`src/rtl/ppu_dma_pkg.sv`:
```
// Shared types and constants for the multi-channel sprite DMA.
// Holds the FSM encoding, the default register map and the channel-index width helper.
package ppu_dma_pkg;

    typedef enum logic [2:0] {
        ST_IDLE,
        ST_REQ,
        ST_ALIGN,
        ST_RD,
        ST_WR,
        ST_DONE
    } dma_state_t;

    localparam logic [15:0] TRIG_ADDR_CH0    = 16'h4014;
    localparam logic [15:0] TRIG_ADDR_CH1    = 16'h4018;
    localparam logic [15:0] DST_ADDR_OAMDATA = 16'h2004;

    // A single channel still needs one index bit so vectors never collapse to zero width.
    function automatic int ch_idx_w(input int nch);
        return (nch > 1) ? $clog2(nch) : 1;
    endfunction

endpackage

```
`src/rtl/ppu_dma_arb.sv`:
```
// Fixed-priority arbiter over the pending-channel vector; the lowest index wins.
// Purely combinational: one-hot grant, encoded index and an any-pending flag.
module ppu_dma_arb
    import ppu_dma_pkg::*;
#(
    parameter int NCH = 2
) (
    input  logic [NCH-1:0]              pend,
    output logic [NCH-1:0]              gnt_oh,
    output logic [ch_idx_w(NCH)-1:0]    gnt_idx,
    output logic                        any_pend
);

    localparam int CW = ch_idx_w(NCH);

    always_comb begin
        gnt_oh   = '0;
        gnt_idx  = '0;
        any_pend = |pend;
        // Scan from the top down so the last hit, the lowest index, is the one that sticks.
        for (int k = NCH - 1; k >= 0; k--) begin
            if (pend[k]) begin
                gnt_oh    = '0;
                gnt_oh[k] = 1'b1;
                gnt_idx   = CW'(k);
            end
        end
    end

endmodule

```
`src/rtl/ppu_dma_mc.sv`:
```
// Multi-channel sprite DMA: snoops trigger writes, arbitrates channels and copies
// LEN bytes from page {page,8'h00} to the channel's destination over the req/gnt master port.
module ppu_dma_mc
    import ppu_dma_pkg::*;
#(
    parameter int              NCH        = 2,
    parameter int              LEN        = 256,
    parameter logic [NCH*16-1:0] TRIG_ADDRS = {TRIG_ADDR_CH1, TRIG_ADDR_CH0},
    parameter logic [NCH*16-1:0] DST_ADDRS  = {DST_ADDR_OAMDATA, DST_ADDR_OAMDATA},
    parameter bit              ODD_ALIGN  = 1'b1
) (
    input  logic        i_clk,
    input  logic        i_rstn,
    input  logic [15:0] i_bus_addr,
    input  logic        i_bus_wn,
    input  logic [7:0]  i_bus_wdata,
    output logic        o_spr_req,
    input  logic        i_spr_gnt,
    output logic [15:0] o_spr_addr,
    output logic        o_spr_wn,
    output logic [7:0]  o_spr_wdata,
    input  logic [7:0]  i_spr_rdata,
    output logic        o_busy,
    output logic [1:0]  o_active_ch,
    output logic        o_done
);

    localparam int              IW       = $clog2(LEN);
    localparam int              CW       = ch_idx_w(NCH);
    localparam logic [IW-1:0]   IDX_LAST = IW'(LEN - 1);

    dma_state_t         state_q, state_d;
    logic [NCH-1:0]     pend_q, pend_d, pend_clr, trig;
    logic [NCH-1:0]     cur_oh_q, cur_oh_d;
    logic [7:0]         page_q [NCH];
    logic [7:0]         cur_page_q, cur_page_d;
    logic [15:0]        dst_q, dst_d;
    logic [IW-1:0]      idx_q, idx_d;
    logic [7:0]         data_q, data_d;
    logic               parity_q;
    logic               req_q, req_d;
    logic [15:0]        addr_q, addr_d;
    logic               wn_q, wn_d;
    logic               done_q, done_d;
    logic [1:0]         active_ch_q, active_ch_d;

    logic [NCH-1:0]     arb_oh;
    logic [CW-1:0]      arb_idx;
    logic               arb_any;
    logic [7:0]         arb_page, req_page;
    logic [15:0]        arb_dst;

    ppu_dma_arb #(.NCH(NCH)) u_arb (
        .pend     (pend_q),
        .gnt_oh   (arb_oh),
        .gnt_idx  (arb_idx),
        .any_pend (arb_any)
    );

    // A snooped write only counts while the CPU owns the bus, so the DMA's own writes never trigger.
    always_comb begin
        trig = '0;
        for (int k = 0; k < NCH; k++) begin
            trig[k] = !i_bus_wn && !i_spr_gnt && (i_bus_addr == TRIG_ADDRS[16*k +: 16]);
        end
    end

    assign pend_d = (pend_q & ~pend_clr) | trig;

    always_comb begin
        arb_page = '0;
        arb_dst  = '0;
        req_page = '0;
        for (int k = 0; k < NCH; k++) begin
            if (arb_oh[k]) begin
                arb_page = page_q[k];
                arb_dst  = DST_ADDRS[16*k +: 16];
            end
            if (cur_oh_q[k]) begin
                req_page = page_q[k];
            end
        end
    end

    always_comb begin
        state_d     = state_q;
        idx_d       = idx_q;
        cur_oh_d    = cur_oh_q;
        cur_page_d  = cur_page_q;
        dst_d       = dst_q;
        data_d      = data_q;
        active_ch_d = active_ch_q;
        pend_clr    = '0;
        addr_d      = '0;

        case (state_q)
            ST_IDLE: begin
                if (arb_any) begin
                    cur_oh_d    = arb_oh;
                    active_ch_d = 2'(arb_idx);
                    cur_page_d  = arb_page;
                    dst_d       = arb_dst;
                    idx_d       = '0;
                    state_d     = ST_REQ;
                end
            end
            ST_REQ: begin
                // Track retriggers until the grant lands; the transfer only starts then.
                cur_page_d = req_page;
                if (i_spr_gnt) begin
                    pend_clr = cur_oh_q;
                    state_d  = (ODD_ALIGN && parity_q) ? ST_ALIGN : ST_RD;
                end
            end
            ST_ALIGN: begin
                if (i_spr_gnt) state_d = ST_RD;
            end
            ST_RD: begin
                if (i_spr_gnt) begin
                    data_d  = i_spr_rdata;
                    state_d = ST_WR;
                end
            end
            ST_WR: begin
                if (i_spr_gnt) begin
                    if (idx_q == IDX_LAST) begin
                        state_d = ST_DONE;
                    end else begin
                        idx_d   = idx_q + IW'(1);
                        state_d = ST_RD;
                    end
                end
            end
            ST_DONE: state_d = ST_IDLE;
            default: state_d = ST_IDLE;
        endcase

        // Master outputs are registered from the next state so they change only on the clock.
        req_d  = state_d inside {ST_REQ, ST_ALIGN, ST_RD, ST_WR};
        wn_d   = (state_d != ST_WR);
        done_d = (state_d == ST_DONE);
        if (state_d == ST_RD) begin
            addr_d = {cur_page_d, 8'(idx_d)};
        end else if (state_d == ST_WR) begin
            addr_d = dst_d;
        end
    end

    always_ff @(posedge i_clk or negedge i_rstn) begin
        if (!i_rstn) begin
            state_q     <= ST_IDLE;
            pend_q      <= '0;
            cur_oh_q    <= '0;
            idx_q       <= '0;
            parity_q    <= 1'b0;
            req_q       <= 1'b0;
            addr_q      <= '0;
            wn_q        <= 1'b1;
            data_q      <= '0;
            done_q      <= 1'b0;
            active_ch_q <= '0;
        end else begin
            state_q     <= state_d;
            pend_q      <= pend_d;
            cur_oh_q    <= cur_oh_d;
            idx_q       <= idx_d;
            parity_q    <= ~parity_q;
            req_q       <= req_d;
            addr_q      <= addr_d;
            wn_q        <= wn_d;
            data_q      <= data_d;
            done_q      <= done_d;
            active_ch_q <= active_ch_d;
        end
    end

    always_ff @(posedge i_clk) begin
        cur_page_q <= cur_page_d;
        dst_q      <= dst_d;
        for (int k = 0; k < NCH; k++) begin
            if (trig[k]) page_q[k] <= i_bus_wdata;
        end
    end

    assign o_spr_req   = req_q;
    assign o_spr_addr  = addr_q;
    // Losing the grant mid-transfer must never leave a write strobe on the bus.
    assign o_spr_wn    = wn_q | ~i_spr_gnt;
    assign o_spr_wdata = data_q;
    assign o_done      = done_q;
    assign o_active_ch = active_ch_q;
    assign o_busy      = (|pend_q) | (state_q inside {ST_REQ, ST_ALIGN, ST_RD, ST_WR});

endmodule

```
`config.mk`:
```
export PLATFORM = sky130hd
export DESIGN_NAME = ppu_dma_mc
export DESIGN_NICKNAME = d
export VERILOG_FILES = /design/src/rtl/ppu_dma_pkg.sv /design/src/rtl/ppu_dma_arb.sv /design/src/rtl/ppu_dma_mc.sv
export SDC_FILE = /design/constraint.sdc
export NUM_CORES = 1
export LEC_CHECK = 0
export ABC_AREA = 1
export BUFFER_PORTS_ARGS = -buffer_cell sky130_fd_sc_hd__clkbuf_2
export CAP_MARGIN = 0
export CORE_UTILIZATION = 30
export CTS_CLUSTER_DIAMETER = 30
export DETAILED_ROUTE_END_ITERATION = 6
export PLACE_DENSITY = 0.5
export SKIP_LAST_GASP = 1
export SYNTH_ARGS = -nofsm -noshare
export SYNTH_HDL_FRONTEND = slang
export SYNTH_SLANG_ARGS = --single-unit
```
`constraint.sdc`:
```
create_clock -name i_clk -period 1.8 [get_ports i_clk]
set_input_delay 0.27 -clock i_clk [delete_from_list [all_inputs] [get_ports i_clk]]
set_output_delay 0.27 -clock i_clk [all_outputs]
set_load 0.01 [all_outputs]
```
* Word-level counts from Yosys, hierarchy flattened
Memory sizes are Yosys's and may differ from the RTL's.
Index checks and enable logic that the tools add are counted.
** Storage, ports and cells
- Word-level logic and storage cells :: 84
- Input port bits :: 36
- Memories :: 1
- Output and inout port bits :: 30
- Bits in writable memories :: 16
- Flip-flop bits (word level) :: 68
- Latch bits :: 0
- Bits in read-only memories :: 0
** Memory list
- page_q :: depth 2, width 8, read ports 2, clocked after Yosys merged registers in 0, wr ports 1, line ppu_dma_mc.sv:35 : logic [7:0] page_q [NCH];
** Operators by class
- Order comparisons :: 0
- Reduce and logical (&&, ||, !) cells :: 12
- Divide/modulo/power cells :: 0
- Muxes and demuxes :: 37
- Eq/ne operators :: 13
- $add $sub $neg :: 1
- Shifts and indexed selects :: 0
- Bitwise operators :: 7
- $mul :: 0
** Operators with widths (count)
- 2-to-1 mux 16 bit :: 5
- 2-to-1 mux 8 bit :: 9
- equality test 16 x 15 -> 1 bit, second input constant :: 2
- case mux 8 bit (2 select lines) :: 2
- 2-to-1 mux 3 bit :: 6
- case mux 3 bit (5 select lines) :: 1
- 2-to-1 mux 14 bit :: 1
- equality test 3 x 2 -> 1 bit, second input constant :: 4
- equality test 3 bit, second input constant :: 3
- 2-to-1 mux 1 bit :: 9
- adder 8 x 1 -> 8 bit, second input constant :: 1
- equality test 8 bit, second input constant :: 1
- 2-to-1 mux 2 bit :: 4
- nonzero test 4 bit :: 2
- OR reduction 8 bit :: 1
- equality test 3 x 1 -> 1 bit, second input constant :: 2
- AND reduction 2 bit :: 2
- logical AND 1 bit :: 3
- logical NOT 3 bit :: 1
- inequality test 3 bit, second input constant :: 1
- AND 2 bit :: 1
- logical NOT 1 bit :: 2
- inverter 1 bit :: 2
- inverter 2 bit :: 1
- 3 further kinds :: 4

* Longest topological paths before layout
Gate-level depths: netlist (run 1).
- Word-level depth :: 8
- Mapped depth :: 11
- Gate-level depth less buffers :: 10

* Modules after synthesis
Synthesis (run 1) repeated with hierarchy kept, for this count alone.
** Second synthesis, totals
- Cell total of the unflattened synthesis :: 430
- Area, all modules :: 3833.7 µm²
** By module, submodules not included
- ppu_dma_mc :: area each 3803.6 µm², cells each 424, instances 1, seq. area each 2063.2 µm²
- ppu_dma_arb :: area each 30.0 µm², cells each 6, instances 1, seq. area each 0.0 µm²

* Least setup slack after synthesis (run 1)
OpenSTA, ideal clock, no wires.
- Path type :: flip-flop to flip-flop
- From :: register idx_q[0]
- To :: register addr_q[10], in the netlist o_spr_addr[10]
- Data required time :: 1683 ps
- Setup time :: 117 ps
- Arrival time :: 1363 ps
- Buffers on the path :: 1
- Path slack :: 319 ps
- Clock period less this slack :: 1481 ps
- Stages on the path, launching flop included :: 12
- Path through :: dfrtp_1 ha_1 nand3_1 inv_1 nand2_2 nand2_4 nand2_2 nor2_4 nor2_8 buf_6 nand2_1 nand2_1
** Between the ends
- Cells in the longest elaborated chain, start to end :: 7
- Elaborated cells between the ends (all ways) :: 8
- Those cells by class :: eq/ne: 3; mux: 5
** RTL lines
- start, declared :: line ppu_dma_mc.sv:38 : logic [IW-1:0] idx_q, idx_d;
- start signal, assigned :: line ppu_dma_mc.sv:166 : idx_q <= idx_d;
- equality test 8 bit * :: line ppu_dma_mc.sv:126 : if (idx_q == IDX_LAST) begin
- 2-to-1 mux 3 bit * :: line ppu_dma_mc.sv:126
- 2-to-1 mux 3 bit * :: line ppu_dma_mc.sv:125 : if (i_spr_gnt) begin
- case mux 3 bit (5 select lines) * :: line ppu_dma_mc.sv:96 : case (state_q)
- equality test 3 bit :: line ppu_dma_mc.sv:144 : end else if (state_d == ST_WR) begin
- 2-to-1 mux 16 bit :: line ppu_dma_mc.sv:144
- 2-to-1 mux 16 bit * :: line ppu_dma_mc.sv:142 : if (state_d == ST_RD) begin
- via addr_d[10] :: line ppu_dma_mc.sv:42 : logic [15:0] addr_q, addr_d;
- end signal, assigned :: line ppu_dma_mc.sv:169 : addr_q <= addr_d;
- end, declared :: line ppu_dma_mc.sv:42
The timed path passes the listed nets; every way through them passes the cells marked *.
A chain may end at the register's enable or synchronous reset.

* Worst setup path after layout (run 1)
- From :: register pend_q[0]
- To :: output port o_busy
** Between the ends
- Cells in the longest elaborated chain, start to end :: 2
** RTL lines
- start, declared :: line ppu_dma_mc.sv:33 : logic [NCH-1:0] pend_q, pend_d, pend_clr, trig;
- start signal, assigned :: line ppu_dma_mc.sv:164 : pend_q <= pend_d;
- OR reduction 2 bit :: line ppu_dma_mc.sv:192 : assign o_busy = (|pend_q) | (state_q inside {ST_REQ, ST_ALIGN, ST_RD, ST_WR});
- OR 1 bit :: line ppu_dma_mc.sv:192
- end, declared :: line ppu_dma_mc.sv:23 : output logic o_busy,
No other way between the ends.

==> results.py, run 1 <==
metrics = {
    "run_status": {
        "status": "complete, no violations",
    },
    "grt": {
        "grt_max_degree": 44,
        "grt_pass1_vias": 2713,
        "grt_pass1_wl_um": 13500,
        "grt_antenna_before_repair": 0,
        "grt_overflow": 0,
        "track_usage": 0.137,
    },
    "min_path": {
        "holdCritPathClass": "in2async",
    },
    "synth": {
        "synth-simple-area-share": 0.260,
        "synth_fp_nets": 438,
        "yosysUniqueCellTypes": 35,
        "synth_edf_count": 16,
        "synthArstFlopShare": 0.518,
        "muxShareOfSynthArea": 0.0246,
        "synth_compound_area_frac": 0.0818,
        "synth-seq-cells": 83,
        "synth-xor-area-share": 0,
        "synth_top_family_by_area": "simple AND/OR/NAND/NOR gates",
        "synth_flop_cell": "dfrtp_1",
        "synth.avg_cell_area_sq_um": 9.12,
        "syn_area_sq_um": 3660,
        "synth_cells": 401,
        "yosysWarningCount": 0,
        "synth_adder_area_share": 0.00342,
        "seq_area_frac_synth": 0.557,
    },
    "clock_network": {
        "cts_inserted_buffers": 9,
        "clock-sinks": 83,
        "cts-hold-fix-buffers": 0,
        "tritoncts": "done",
        "cts_root_buffer": "clkbuf_16",
        "h-tree-depth": 3,
        "post_cts_resize_count": 0,
        "clock_latency_ps": 340,
        "path_clk_slew_ps": 70,
        "postCtsSetupBuffers": 0,
        "cts.path.max_buffers": 2,
    },
    "detailed_routing": {
        "routed_wl_um": 7900,
        "routed_via_density": 4.48,
        "drc": 0,
        "firstDrtPassIters": 4,
        "wl_per_cell_um": 12.7,
        "ant_nets": 0,
        "drt-initial-drc-count": 113,
        "route.vias.total": 2797,
    },
    "critical_path": {
        "rr_endpoint": "o_spr_addr[13]",
        "required_ps": 1530,
        "critPathCaptureType": "output pin",
        "worstRegToRegCells": 8,
        "rr_startpoint": "pend_q[0]",
        "critPathArrivalTime_ps": 1420,
        "worstSetupPathType": "reg2out",
        "rrSetupSlack_ps": 160,
        "startpoint_type": "flip-flop",
        "crit_fanout": 9,
    },
    "timing": {
        "finalMaxSlewViolations": 0,
        "fin_crit_sh": 0.937,
        "worst_slack_ps": 113,
        "finalHoldViolations": 0,
        "setup_viol": 0,
        "period_needed_ps": 1690,
        "slew_headroom": 0.612,
        "tightest_slew_ps": 582,
        "fmax_ghz": 0.593,
        "rsz0062_at_grt": "yes",
        "skew_ps": 11.4,
    },
    "floorplan": {
        "die_area_sq_um": 12600,
        "die_x_um": 112,
        "die_y_um": 112,
        "num_rows": 39,
        "initial_core_util": 0.313,
        "io_pins": 66,
        "core-area_sq_um": 11700,
    },
    "power": {
        "power.leakage_nw": 2.30,
        "combinationalPowerShare": 0.259,
        "p_switching_mw": 1.85,
        "ir_worst_vdd_v": 0.000500,
        "power.share.switching": 0.325,
        "internal-power_mw": 3.85,
        "sequentialPowerShare": 0.406,
        "power_density_nw_per_um2": 1270,
        "total_power_mw": 5.70,
        "p_clk_frac": 0.335,
    },
    "final_layout": {
        "fillerInstances": 1181,
        "syn2layout_area_growth_pct": 22.8,
        "n_antenna_cell": 0,
        "layout-drive-gt1-share": 0.268,
        "final_nets": 513,
    },
    "placement": {
        "place_ws_ps": 50.6,
        "port_buffers": 64,
        "dp_hpwl_um": 5660,
        "place_congestion": 0.803,
    },
    "job": {
        "max_cap_viol_count": 0,
    },
}
==> worst max-delay path: stages (launching register included) <==
cell,delay (ps)
dfrtp_1,450
nor2_2,330
nand3_1,160
clkbuf_2,160
==> power by group through the flow <==
stage | sequential [mW] | combinational, mW | clock [mW]
6_report | 2.31 | 1.48 | 1.91
3_3_place_gp | 2.35 | 1.44 | 0
3_5_place_dp | 2.35 | 1.45 | 0
2_1_floorplan | 2.37 | 1.02 | 0
4_1_cts | 2.32 | 1.46 | 1.97
5_1_grt | 2.35 | 1.64 | 2.05
==> cells by family (layout without fill, tap and decap cells) <==
group,after synthesis,in the layout
simple gates,195,196
compound gates,54,54
other cells,1,1
fa+ha+maj,1,1
buf+inv,59,138
flops,83,83
mux,8,8
==> worst max path at each step <==
stage               startpoint              to  slack, ps  depth (start not counted)
floorplan             idx_q[0]  o_spr_addr[10]        320                         11
global placement    state_q[2]  o_spr_addr[12]         70                          7
detailed placement  state_q[2]  o_spr_addr[12]         50                          7
CTS                 state_q[2]  o_spr_addr[12]         30                          7
global route         pend_q[0]          o_busy        -10                          3
finish               pend_q[0]          o_busy        110                          3
==> through the flow <==
stage | instance area, sq um | instances | utilization | hold WS [ps] | TNS, ps
2_1_floorplan | 3660 | 401 | - | -25.6 | 0
3_3_place_gp | 4150 | 607 | 0.356 | 396 | 0
3_5_place_dp | 4150 | 607 | 0.356 | 398 | 0
4_1_cts | 4470 | 623 | 0.383 | 36.1 | 0
5_1_grt | 4490 | 624 | 0.385 | 68.9 | -11.2
6_report | 4490 | 624 | 0.385 | 18.4 | 0
==> registers in the layout, summed over array words and instances, names as in the netlist <==
signal and flops:
dst_q 16, idx_q 8, o_done 1, pend_q 2
o_spr_wdata 8, state_q 3, cur_page_q 8, o_spr_req 1
cur_oh_q 2, page_q 16, wn_q 1, parity_q 1
o_spr_addr 16
==> final cells by class <==
type / count / area (sq um) / share of cell area
multi-input combinational: 260 / 1380 / 0.307
clock inverter: 3 / 43.8 / 0.00975
sequential: 83 / 2040 / 0.454
clock buffer: 13 / 272 / 0.0605
tap: 143 / 179 / 0.0399
timing repair buffer: 74 / 395 / 0.0881
inverter: 48 / 183 / 0.0407
==> cells in the mapped netlist, types with 3 or more instances <==
library cell | number | area, sq um
or2_2 | 3 | 18.8
nor2_4 | 3 | 33.8
a21boi_0 | 7 | 52.6
nor2_1 | 17 | 63.8
mux2_2 | 8 | 90.1
nand3_2 | 4 | 40.0
buf_2 | 4 | 20.0
nand2_2 | 5 | 31.3
a21oi_1 | 10 | 50.1
inv_1 | 43 | 161
buf_4 | 3 | 22.5
o21ai_0 | 30 | 150
nor2_2 | 4 | 25.0
nand2_1 | 111 | 417
buf_6 | 3 | 33.8
nor2_8 | 3 | 60.1
edfxtp_1 | 16 | 480
dfrtp_1 | 42 | 1050
nand3_1 | 36 | 180
inv_2 | 5 | 18.8
o21ai_1 | 3 | 15.0
dfxtp_1 | 24 | 480
==> placed cells by master (no fill, tap or decap), types with 3 or more instances in the layout <==
cell       instances
nand3_2            4
nor2_8             3
nor2_1            17
inv_1             43
a21boi_0           7
or2_2              3
dfxtp_1           24
inv_2              4
buf_4             10
o21ai_0           30
dfrtp_1           42
clkbuf_2          64
nor2_4             5
nand2_4            3
nand3_1           36
nand2_1          111
edfxtp_1          16
a21oi_1           10
mux2_2             8
nor2_2             3
clkbuf_16         10
nand2_2            4
o21ai_1            3
==> layer usage <==
metal,share of wire,wire length (um),GRT usage,vias up
met1,0.47,3740,0.177,1276
met2,0.47,3730,0.223,77
met5,0,0,0,-
li1,-,-,-,1437
met3,0.043,339,0.0362,7
met4,0.011,89,0.0453,0
No activity file was read; power rests on OpenSTA's default activity.
==> inputs of run 2 (changes only) <==
--- a/config.mk
+++ b/config.mk
@@ -8,10 +8,12 @@
 export ABC_AREA = 1
 export BUFFER_PORTS_ARGS = -buffer_cell sky130_fd_sc_hd__clkbuf_2
 export CAP_MARGIN = 0
+export CELL_PAD_IN_SITES_DETAIL_PLACEMENT = 1
+export CELL_PAD_IN_SITES_GLOBAL_PLACEMENT = 1
 export CORE_UTILIZATION = 30
 export CTS_CLUSTER_DIAMETER = 30
 export DETAILED_ROUTE_END_ITERATION = 6
-export PLACE_DENSITY = 0.5
+export PLACE_DENSITY = 0.62
 export SKIP_LAST_GASP = 1
 export SYNTH_ARGS = -nofsm -noshare
 export SYNTH_HDL_FRONTEND = slang
==> results.py, run 2 (same netlist as run 1, synthesis figures left out) <==
metrics = {
    "run_status": {
        "status": "complete, no violations",
    },
    "floorplan": {
        "core-area_sq_um": 11700,
        "die_x_um": 112,
        "num_rows": 39,
        "initial_core_util": 0.313,
        "die_y_um": 112,
        "die_area_sq_um": 12600,
        "io_pins": 66,
    },
    "final_layout": {
        "final_nets": 515,
        "fillerInstances": 1380,
        "final_common_cell": "nand2_1",
        "fin_area_sq_um": 4530,
        "syn2layout_area_growth_pct": 23.9,
        "n_antenna_cell": 0,
        "final_cell_mix": "nand2_1 (111), clkbuf_2 (64), inv_1 (42)",
        "layout-drive-gt1-share": 0.275,
    },
    "detailed_routing": {
        "highest_layer": "met4",
        "wl_met1_um": 4040,
        "drt-initial-drc-count": 77,
        "route.vias.total": 2901,
        "routed_via_density": 4.63,
        "routed_wl_um": 9120,
        "ant_nets": 0,
        "firstDrtPassIters": 4,
        "met3_length_um": 330,
        "wl_per_cell_um": 14.6,
        "route.met2.wl_um": 4560,
        "drc": 0,
    },
    "min_path": {
        "holdCritPathClass": "in2async",
    },
    "grt": {
        "grt_antenna_before_repair": 0,
        "grt_pass1_vias": 3081,
        "grt_overflow": 0,
        "grt_pass1_wl_um": 15100,
        "track_usage": 0.153,
        "grt_max_degree": 44,
    },
    "critical_path": {
        "startpoint_type": "flip-flop",
        "worstSetupPathType": "reg2out",
        "critPathMaxStageDelay_ps": 480,
        "critPathArrivalTime_ps": 1410,
        "critPathCaptureType": "output pin",
        "crit_path_top_delay_cell": "dfrtp_1",
        "crit_fanout": 5,
        "crit_path_cell_trace": "nor2_4 -> nand2_4 -> nand3_1 -> clkbuf_2",
        "required_ps": 1530,
        "rrSetupSlack_ps": 130,
    },
    "clock_network": {
        "tritoncts": "done",
        "cts_root_buffer": "clkbuf_16",
        "clock_latency_ps": 340,
        "clock-sinks": 83,
        "h-tree-depth": 3,
        "cts-hold-fix-buffers": 0,
        "path_clk_slew_ps": 60,
        "cts_inserted_buffers": 9,
        "cts.path.max_buffers": 2,
    },
    "timing": {
        "finalMaxSlewViolations": 0,
        "setup_viol": 0,
        "fmax_ghz": 0.597,
        "fin_crit_sh": 0.931,
        "tightest_slew_ps": 594,
        "skew_ps": 11.5,
        "finalHoldViolations": 0,
        "slew_headroom": 0.604,
        "period_needed_ps": 1680,
        "hold_ws_ps": 23.5,
    },
    "job": {
        "max_cap_viol_count": 0,
    },
    "power": {
        "power.leakage_nw": 2.31,
        "power_density_nw_per_um2": 1290,
        "ir_worst_vdd_v": 0.000487,
    },
    "placement": {
        "placed_area_sq_um": 4160,
        "port_buffers": 64,
        "place_congestion": 0.732,
        "dp_hpwl_um": 6560,
    },
}
-- run 2: cell count changes in the layout (fill, tap and decap cells not counted), sizes merged --
cell    previous run  this run
clkinv             2         0
clkbuf            77        80
buf               10        11
bufinv             1         0
nor2              28        29
-- run 2: repair_timing --
item / in CTS / in global routing
setup endpoints to repair: 0 / 17
buffers inserted: 0 / 1
gates resized for setup: 0 / 6
-- run 2: path summary, 6_finish.rpt --
check,from,endpoint,cells past startpoint
worst max-delay path,state_q[1],o_busy,4
worst max register to register,idx_q[0],o_spr_req,10
worst min register to register,parity_q,parity_q,1
min in group i_clk,i_bus_wdata[0],page_q[0][8],1
max in group asynchronous,i_rstn,state_q[0],2
worst min-delay path,i_rstn,idx_q[7],2
-- run 2: final cells by class --
cell class                      instances  area [sq um]  area share
Clock buffer                           16           314      0.0694
Inverter                               48           180      0.0398
Multi-Input combinational cell        261          1400       0.309
Sequential cell                        83          2040       0.450
Tap cell                              143           179      0.0395
Timing Repair Buffer                   75           415      0.0917
-- run 2: report_power, final --
part	switching (mW)	internal, mW
clock network	0.711	1.18
registers	0.190	2.14
logic	1.06	0.553
total	1.96	3.87
-- run 2: worst max-delay path, delay by kind of cell, from the launching register on --
family | cells | cell delay [ps]
AND/OR/NAND/NOR | 3 | 440
flip-flops | 1 | 480
buffers and inverters | 1 | 140
-- run 2: metal layers --
layer,GRT usage,vias to the layer above
li1,-,1448
met1,0.182,1371
met2,0.270,69
met3,0.0378,13
met4,0.0533,0
met5,0,-
-- run 2: stage by stage --
| stage | cells | utilization | power, mW | setup WS (ps) | setup TNS (ps) |
|---|---|---|---|---|---|
| finish | 626 | 0.388 | 5.83 | 125 | 0 |
| global route | 626 | 0.388 | 6.18 | -11.9 | -17.3 |
| CTS | 623 | 0.384 | 5.77 | 20.2 | 0 |
| detailed placement | 607 | 0.357 | 3.86 | 50.5 | 0 |
| global placement | 607 | 0.357 | 3.80 | 109 | 0 |
| floorplan | 401 | - | 3.39 | 319 | 0 |
==> inputs of run 3 (changes only) <==
==> constraint.sdc (replaced) <==
create_clock -name i_clk -period 1.8 [get_ports i_clk]
set_input_delay 0 -clock i_clk [delete_from_list [all_inputs] [get_ports i_clk]]
set_output_delay 0 -clock i_clk [all_outputs]
set_load 0.01 [all_outputs]
==> results.py, run 3 (same netlist as run 1, synthesis figures left out) <==
metrics = {
    "power": {
        "p_clk_frac": 0.300,
        "power.share.switching": 0.353,
        "internal-power_mw": 3.68,
        "combinationalPowerShare": 0.290,
        "power.leakage_nw": 2.36,
        "ir_worst_vdd_v": 0.000604,
        "p_switching_mw": 2.01,
        "power_density_nw_per_um2": 1220,
        "sequentialPowerShare": 0.410,
    },
    "grt": {
        "grt_max_degree": 25,
        "track_usage": 0.152,
        "grt_pass1_wl_um": 15000,
        "grt_overflow": 0,
        "grt_pass1_vias": 3082,
        "grt_antenna_before_repair": 0,
    },
    "critical_path": {
        "worstSetupPathType": "reg2reg",
        "critPathMaxStageDelay_ps": 450,
        "critPathArrivalTime_ps": 1930,
        "required_ps": 2070,
        "critPathCaptureType": "flip-flop",
        "crit_fanout": 10,
        "crit_path_cell_trace": "inv_4 -> nand2_1 -> nand3_2 -> nand2_1 -> nor2_2 -> nand2_2 -> nor2_4 -> nand3_1 -> nand2_1",
        "rr_endpoint": "o_spr_addr[9]",
        "startpoint": "pend_q[0]",
        "crit_path_top_delay_cell": "dfrtp_1",
        "worstRegToRegCells": 9,
        "rrSetupSlack_ps": 140,
        "startpoint_type": "flip-flop",
        "cpMostUsedCell": "nand2_1",
        "rr_startpoint": "pend_q[0]",
        "endpoint": "o_spr_addr[9]",
    },
    "min_path": {
        "worstHoldStart": "i_bus_wn",
        "holdCritPathClass": "in2reg",
    },
    "clock_network": {
        "tritoncts": "done",
        "h-tree-depth": 3,
        "clock-sinks": 83,
        "cts_inserted_buffers": 9,
        "cts_root_buffer": "clkbuf_16",
        "clock_latency_ps": 330,
        "cts.path.max_buffers": 2,
        "path_clk_slew_ps": 60,
    },
    "final_layout": {
        "final_common_cell": "nand2_1",
        "syn2layout_area_growth_pct": 27.6,
        "layout-drive-gt1-share": 0.270,
        "n_antenna_cell": 0,
        "final_nets": 532,
        "final_cell_mix": "nand2_1 (111), clkbuf_2 (64), inv_1 (42)",
        "fillerInstances": 1372,
    },
    "floorplan": {
        "die_x_um": 112,
        "core-area_sq_um": 11700,
        "die_area_sq_um": 12600,
        "initial_core_util": 0.313,
        "num_rows": 39,
        "io_pins": 66,
        "die_y_um": 112,
    },
    "timing": {
        "setup_viol": 0,
        "finalMaxSlewViolations": 0,
        "hold_ws_ps": 5.88,
        "skew_ps": 5.80,
        "fin_crit_sh": 0.920,
        "tightest_slew_ps": 611,
        "period_needed_ps": 1660,
        "finalHoldViolations": 0,
        "fmax_ghz": 0.604,
        "tns_ps": 0,
        "slew_headroom": 0.593,
    },
    "detailed_routing": {
        "wl_per_cell_um": 14.3,
        "route.vias.total": 2974,
        "drt-initial-drc-count": 85,
        "ant_nets": 0,
        "firstDrtPassIters": 4,
        "routed_via_density": 4.63,
        "routed_wl_um": 9220,
        "drc": 0,
    },
    "run_status": {
        "status": "complete, no violations",
    },
    "placement": {
        "place_congestion": 0.751,
        "port_buffers": 64,
        "dp_hpwl_um": 6460,
    },
    "job": {
        "max_cap_viol_count": 0,
    },
}
==> run 3: worst min-delay path by stage <==
| stage | endpoint | slack [ps] | depth (start not counted) |
|---|---|---|---|
| after global placement | idx_q[5] | 40 | 1 |
| after global routing | pend_q[1] | 30 | 4 |
| after detailed placement | idx_q[5] | 40 | 1 |
| after CTS | pend_q[1] | 5 | 4 |
| after floorplan | cur_oh_q[0] | -300 | 0 |
| final | pend_q[0] | 6 | 4 |
==> run 3: layer usage <==
layer,vias to the layer above,part of all wire,wire [um],global-route usage
li1,1480,-,-,-
met1,1415,0.45,4100,0.182
met2,72,0.50,4640,0.270
met3,7,0.037,340,0.0432
met4,0,0.015,138,0.0382
met5,-,0,0,0
==> run 3: cell type report <==
cell class                      count  area (sq um)  share of cell area
Tap cell                          143           179              0.0383
Timing Repair Buffer               92           598               0.128
Clock buffer                        9           225              0.0483
Sequential cell                    83          2040               0.437
Clock inverter                      7          51.3              0.0110
Inverter                           48           183              0.0392
Multi-Input combinational cell    261          1390               0.298
==> run 3: per-stage QoR <==
step | util | total power [mW] | std cells | instance area (sq um) | worst slack (ps)
after floorplan | - | 3.39 | 401 | 3660 | 319
after global placement | 0.357 | 3.78 | 605 | 4160 | 109
after detailed placement | 0.357 | 3.82 | 605 | 4160 | 52.9
after CTS | 0.395 | 5.58 | 638 | 4610 | 46.4
after global routing | 0.400 | 6.02 | 643 | 4670 | -10.2
final | 0.400 | 5.68 | 643 | 4670 | 144
==> run 3: critical path, delay by kind of cell, from the launching register on <==
| kind | cells | cell delay [ps] |
|---|---|---|
| flip-flops | 1 | 450 |
| AND/OR/NAND/NOR | 8 | 1020 |
| buffers and inverters | 1 | 130 |
==> run 3: repair_timing <==
action	CTS	global route
gates resized for setup	0	5
hold endpoints to repair	42	0
hold buffers	17	0
setup buffers	0	3
endpoints found under the setup margin	0	17
==> run 3: power groups by stage <==
stage | Sequential, mW | Clock, mW | Combinational, mW
2_1_floorplan | 2.37 | 0 | 1.02
3_3_place_gp | 2.35 | 0 | 1.43
3_5_place_dp | 2.36 | 0 | 1.46
4_1_cts | 2.33 | 1.77 | 1.49
5_1_grt | 2.36 | 1.84 | 1.81
6_report | 2.33 | 1.71 | 1.65
